--- src/rtl/aes_pkg.sv ---
// Shared types, constants and GF(2^8) helpers for the AES linear-layer engine.
package aes_pkg;

  localparam int unsigned BLK_W  = 128;
  localparam int unsigned COL_W  = 32;
  localparam int unsigned KIDX_W = 4;
  localparam logic [7:0]  AES_POLY = 8'h1B;

  typedef enum logic [2:0] {
    S_IDLE,
    S_INIT_ARK,
    S_SHIFT,
    S_MIX,
    S_ARK,
    S_DONE
  } fsm_e;

  function automatic logic [7:0] xtime(input logic [7:0] b);
    return {b[6:0], 1'b0} ^ (b[7] ? AES_POLY : 8'h00);
  endfunction

  // Multiply by the small constants used in (Inv)MixColumns.
  function automatic logic [7:0] gf_mul(input logic [7:0] b, input logic [3:0] m);
    logic [7:0] x2, x4, x8;
    x2 = xtime(b);
    x4 = xtime(x2);
    x8 = xtime(x4);
    case (m)
      4'd2:    return x2;
      4'd3:    return x2 ^ b;
      4'd9:    return x8 ^ b;
      4'd11:   return x8 ^ x2 ^ b;
      4'd13:   return x8 ^ x4 ^ b;
      4'd14:   return x8 ^ x4 ^ x2;
      default: return b;
    endcase
  endfunction

  // Row r rotates left by r; byte index is 4*col + row.
  function automatic logic [BLK_W-1:0] shift_rows(input logic [BLK_W-1:0] s);
    logic [BLK_W-1:0] o;
    o = '0;
    for (int c = 0; c < 4; c++) begin
      for (int r = 0; r < 4; r++) begin
        o[127-8*(4*c+r) -: 8] = s[127-8*(4*((c+r)%4)+r) -: 8];
      end
    end
    return o;
  endfunction

  function automatic logic [BLK_W-1:0] inv_shift_rows(input logic [BLK_W-1:0] s);
    logic [BLK_W-1:0] o;
    o = '0;
    for (int c = 0; c < 4; c++) begin
      for (int r = 0; r < 4; r++) begin
        o[127-8*(4*c+r) -: 8] = s[127-8*(4*((c+4-r)%4)+r) -: 8];
      end
    end
    return o;
  endfunction

endpackage

--- src/rtl/aes_mix_column.sv ---
// One-column MixColumns / InvMixColumns, purely combinational.
module aes_mix_column
  import aes_pkg::*;
(
  input  logic [COL_W-1:0] col,
  input  logic             inv,
  output logic [COL_W-1:0] result_c
);

  logic [7:0] a [4];
  logic [3:0] m [4];

  always_comb begin
    for (int r = 0; r < 4; r++) begin
      a[r] = col[31-8*r -: 8];
    end
    if (inv) begin
      m[0] = 4'd14; m[1] = 4'd11; m[2] = 4'd13; m[3] = 4'd9;
    end else begin
      m[0] = 4'd2;  m[1] = 4'd3;  m[2] = 4'd1;  m[3] = 4'd1;
    end
  end

  // Circulant matrix: output row r uses coefficient m[k] on input row r+k.
  always_comb begin
    result_c = '0;
    for (int r = 0; r < 4; r++) begin
      result_c[31-8*r -: 8] = gf_mul(a[r], m[0]) ^ gf_mul(a[(r+1)%4], m[1]) ^
                              gf_mul(a[(r+2)%4], m[2]) ^ gf_mul(a[(r+3)%4], m[3]);
    end
  end

endmodule

--- src/rtl/aes_round_engine.sv ---
// Multi-round AES linear layer (AddRoundKey, (Inv)ShiftRows, (Inv)MixColumns),
// one operation per clock, with round-key fetch by index.
module aes_round_engine
  import aes_pkg::*;
#(
  parameter int unsigned NUM_ROUNDS    = 10,
  parameter bit          LAST_SKIP_MIX = 1'b1
) (
  input  logic              clk,
  input  logic              rst,
  input  logic              in_valid,
  output logic              in_ready,
  input  logic              mode,
  input  logic [BLK_W-1:0]  data_in,
  output logic              key_req,
  output logic [KIDX_W-1:0] key_idx,
  input  logic [BLK_W-1:0]  rkey,
  output logic              out_valid,
  input  logic              out_ready,
  output logic [BLK_W-1:0]  data_out,
  output logic [KIDX_W-1:0] round_cnt,
  output logic              busy
);

  localparam logic [KIDX_W-1:0] LAST = KIDX_W'(NUM_ROUNDS);

  fsm_e              state_q, state_d;
  logic [BLK_W-1:0]  st_q, st_d;
  logic              mode_q, mode_d;
  logic [BLK_W-1:0]  dout_d;
  logic [KIDX_W-1:0] round_d, kidx_d;
  logic              key_req_d, busy_d, out_valid_d;
  logic [BLK_W-1:0]  mixed_c;

  for (genvar c = 0; c < 4; c++) begin : g_mix
    aes_mix_column u_mix (
      .col      (st_q[127-32*c -: 32]),
      .inv      (mode_q),
      .result_c (mixed_c[127-32*c -: 32])
    );
  end

  assign in_ready = (state_q == S_IDLE);

  always_ff @(posedge clk) begin
    if (rst) begin
      state_q   <= S_IDLE;
      st_q      <= '0;
      mode_q    <= 1'b0;
      data_out  <= '0;
      round_cnt <= '0;
      key_idx   <= '0;
      key_req   <= 1'b0;
      busy      <= 1'b0;
      out_valid <= 1'b0;
    end else begin
      state_q   <= state_d;
      st_q      <= st_d;
      mode_q    <= mode_d;
      data_out  <= dout_d;
      round_cnt <= round_d;
      key_idx   <= kidx_d;
      key_req   <= key_req_d;
      busy      <= busy_d;
      out_valid <= out_valid_d;
    end
  end

  // Encrypt: ARK, then per round SHIFT/MIX/ARK. Decrypt walks rounds N..1 as MIX/SHIFT/ARK.
  always_comb begin
    state_d = state_q;
    st_d    = st_q;
    mode_d  = mode_q;
    dout_d  = data_out;
    round_d = round_cnt;
    kidx_d  = key_idx;

    case (state_q)
      S_IDLE: begin
        if (in_valid) begin
          state_d = S_INIT_ARK;
          st_d    = data_in;
          mode_d  = mode;
          round_d = '0;
          kidx_d  = mode ? LAST : '0;
        end
      end
      S_INIT_ARK: begin
        st_d    = st_q ^ rkey;
        round_d = mode_q ? LAST : KIDX_W'(1);
        if (!mode_q || LAST_SKIP_MIX) begin
          state_d = S_SHIFT;
        end else begin
          state_d = S_MIX;
        end
      end
      S_SHIFT: begin
        if (mode_q) begin
          st_d    = inv_shift_rows(st_q);
          state_d = S_ARK;
          kidx_d  = round_cnt - KIDX_W'(1);
        end else begin
          st_d = shift_rows(st_q);
          if (LAST_SKIP_MIX && (round_cnt == LAST)) begin
            state_d = S_ARK;
            kidx_d  = round_cnt;
          end else begin
            state_d = S_MIX;
          end
        end
      end
      S_MIX: begin
        st_d = mixed_c;
        if (mode_q) begin
          state_d = S_SHIFT;
        end else begin
          state_d = S_ARK;
          kidx_d  = round_cnt;
        end
      end
      S_ARK: begin
        st_d = st_q ^ rkey;
        if (mode_q ? (round_cnt == KIDX_W'(1)) : (round_cnt == LAST)) begin
          state_d = S_DONE;
          dout_d  = st_q ^ rkey;
        end else if (mode_q) begin
          state_d = S_MIX;
          round_d = round_cnt - KIDX_W'(1);
        end else begin
          state_d = S_SHIFT;
          round_d = round_cnt + KIDX_W'(1);
        end
      end
      S_DONE: begin
        if (out_ready) begin
          state_d = S_IDLE;
          round_d = '0;
        end
      end
      default: begin
        state_d = S_IDLE;
      end
    endcase

    key_req_d   = (state_d == S_INIT_ARK) || (state_d == S_ARK);
    busy_d      = (state_d != S_IDLE);
    out_valid_d = (state_d == S_DONE);
  end

endmodule

--- config.mk ---
export PLATFORM = sky130hd
export DESIGN_NAME = aes_round_engine
export DESIGN_NICKNAME = d
export VERILOG_FILES = /design/src/rtl/aes_pkg.sv /design/src/rtl/aes_mix_column.sv /design/src/rtl/aes_round_engine.sv
export SDC_FILE = /design/constraint.sdc
export NUM_CORES = 1
export LEC_CHECK = 0
export CAP_MARGIN = 20
export CORE_MARGIN = 5
export CORE_UTILIZATION = 59
export DETAILED_ROUTE_END_ITERATION = 6
export MAX_ROUTING_LAYER = met4
export PLACE_DENSITY = 0.88
export SYNTH_ARGS = -nofsm -noshare
export SYNTH_HDL_FRONTEND = slang
export SYNTH_SLANG_ARGS = --single-unit
--- constraint.sdc ---
create_clock -name clk -period 4.63 [get_ports clk]
set_clock_uncertainty 0.2 [all_clocks]
set_input_delay 0.6945 -clock clk [delete_from_list [all_inputs] [get_ports clk]]
set_output_delay 0.6945 -clock clk [all_outputs]
set_load 0.03 [all_outputs]
==> reports/qor.yml <==
grt:
  grt_overflow: 0
  antenna_found_initial: 3
  gr-usage-met2_pct: 70.57
  grt_pass1_vias: 23630
  met3_usage_pct: 15.27
  gr-usage-all-layers_pct: 48.16
  grt_max_degree: 147
  grt_pass1_wl_um: 156300
  grtUsageMet1_pct: 58.39
  grt-busiest-layer: "met2"
sta:
  fin_crit_sh_pct: 89.00
  setup_viol: 0
  slew_viol_final: 0
  max_clock_freq_ghz: 0.2427
  finalSetupTns_ns: 0
  max_slew.worst_pin.slew_ns: 1.078
  hold_slack_ns: 0.2451
  maxSlewHeadroom_pct: 28.05
  layout_min_cycle_time_ns: 4.121
  hold_violations: 0
  rsz0062_at_grt: "no"
power:
  power.density_mw_per_mm2: 751.7
  ir_drop_mv: 0.5570
  p_leak_nw: 10.25
  power_mw: 21.72
cts:
  holdBufCountCts: 0
  path_clk_slew_ns: 0.06
  ctsHtreeMaxLevel: 1
  post_cts_buffers: 0
  cts_max_path_buffers: 3
  cts_buffers: 31
  clk_latency_ns: 0.60
  cts_tree: "built"
  cts.sinks: 271
  post_cts_resized: 0
  cts_root_buffer: "clkbuf_16"
critical_path:
  reg2reg_slack_ns: 1.20
  crit_chain: "or2_2 > nor2_1 > clkdlybuf4s50_1"
  cp-startpoint: "state_q[1]"
  crit_family: "simple AND/OR/NAND/NOR gates"
  slowest_stage: "clkdlybuf4s50_1"
  crit_path_end_kind: "output port"
  crit_end: "in_ready"
  startpoint_type: "flop"
  slowest_delay_ns: 0.83
  required_ns: 3.74
  path_depth: 3
  path_buf_inv: 1
  timing.rr.end: "st_q[105]"
  cp.arrival_ns: 3.23
  cp_max_fo: 19
  worstSetupPathType: "flop to output port"
  r2r_start: "state_q[1]"
  reg2reg_depth: 7
drt:
  drt_iter0_markers: 4186
  ant_nets: 0
  via_count: 24250
  via_per_inst: 6.702
  drt_first_pass_iters: 7
  wirelength_um: 108900
  drc: 24
  wl_per_cell_um: 30.11
yosys:
  ys_warn_count: 0
  yosysMostFrequentCell: "xnor2_1"
  synth_area_leader_cell: "dfxtp_1"
  synth.avg_cell_area_um2: 8.270
  yosysSeqAreaShare_pct: 23.00
  syn_nets: 3119
  synth_seq_cells: 271
  async_flop_share_pct: 0
  synthTopCellsByCount: "xnor2_1, dfxtp_1, nor2_1"
  netlist_area_mm2: 0.02359
  synth_enable_flop_cells: 0
  synth_top_area_share_pct: 23.00
  yosys-top-cells-area: "dfxtp_1, xnor2_1, xnor3_1, xor2_1, a21oi_1"
  syn_inst: 2852
  synthFlopType: "dfxtp_1"
  synth_cell_types: 72
layout:
  area_delta_synth_final_pct: 22.49
  drive_gt1_share_pct: 6.278
  finalInstanceArea_mm2: 0.02889
  utilization_pct: 72.88
  fillers: 3022
  nets: 3334
  multiInputGateArea_mm2: 0.01694
  regArea_mm2: 0.005430
floorplanning:
  coreArea_mm2: 0.03964
  dieArea_mm2: 0.04407
  io_pins: 401
  dieWidth_um: 209.9
  row_count: 73
  start_util_pct: 59.50
  chipHeight_um: 209.9
hold_path:
  worstHoldPathType: "primary input to flop"
placement:
  io_buffers: 400
  place_congestion: 1.092
  dp_hpwl_um: 79800
  place_area_mm2: 0.02778
outcome:
  outcome: "complete, but fails checks"
  violations: "design-rule violations"
job:
  cap_violations: 0
-- layout by cell type (no fill, tap or decap), types with 10 or more instances in the layout --
cell / n
xor2_1: 149
nand3_1: 15
o22ai_1: 20
o22a_1: 10
buf_4: 79
clkbuf_16: 31
dfxtp_1: 269
nor2_1: 266
nor3_1: 58
clkdlybuf4s50_1: 399
o221ai_1: 23
inv_1: 11
mux2i_1: 53
o21ai_0: 152
a31oi_1: 28
xnor3_1: 85
a21oi_1: 255
xnor2_1: 568
mux2_2: 19
nor2b_1: 13
a22oi_1: 13
xor3_1: 14
a221oi_1: 14
nand2_1: 193
a311oi_1: 15
a211oi_1: 112
nand2b_1: 35
nor4_1: 12
-- metal layers --
layer	vias up	share of wire, %
li1	10200	-
met1	11180	35
met2	2255	42
met3	613	15
met4	0	8.3
met5	-	0
-- cells by family after synthesis --
| kind of cell | after synthesis | synth area share (%) |
|---|---|---|
| muxes | 72 | 3.156 |
| DFF | 271 | 23.00 |
| and+or+nand+nor | 634 | 11.65 |
| AOI/OAI and AO/OA | 720 | 18.94 |
| adders and majority gates | 6 | 0.3183 |
| buffers and inverters | 317 | 5.501 |
| xor gates and xnor gates | 832 | 37.43 |
-- stage by stage --
stage	setup slack [ns]	cells
final	0.5091	3618
after global routing	0.5401	3618
after CTS	0.6274	3614
after detailed placement	1.184	3558
after global placement	1.253	3558
after floorplan	1.984	2852
-- final cells by class --
| type | count | area share [%] |
|---|---|---|
| multi-input combinational | 2264 | 58.63 |
| inverter | 14 | 0.1819 |
| tap | 525 | 2.274 |
| clock buffer | 40 | 2.941 |
| antenna | 3 | 0.02599 |
| clock inverter | 16 | 0.8489 |
| sequential | 271 | 18.80 |
| timing repair buffer | 485 | 16.30 |
-- power by group --
part	internal, mW	total, mW	switching [mW]
combinational	7.34	15.2	7.82
sequential	2.66	3.84	1.18
clock	1.62	2.72	1.10
-- sequential cells by signal, indices dropped and copies added, names as in the netlist --
name	flops
out_valid	1
round_cnt	4
key_req	1
st_q	128
state_q	3
mode_q	1
key_idx	4
data_out	128
busy	1
-- worst min-delay path by stage --
stage               startpoint         end  depth (start not counted)
global placement    key_idx[0]  key_idx[0]                          2
floorplan             st_q[72]    st_q[72]                          3
global route               rst    st_q[59]                          2
detailed placement  key_idx[0]  key_idx[0]                          2
finish                     rst    st_q[42]                          2
CTS                        rst    st_q[42]                          2
Note: power is estimated with default switching activity, not from simulation.
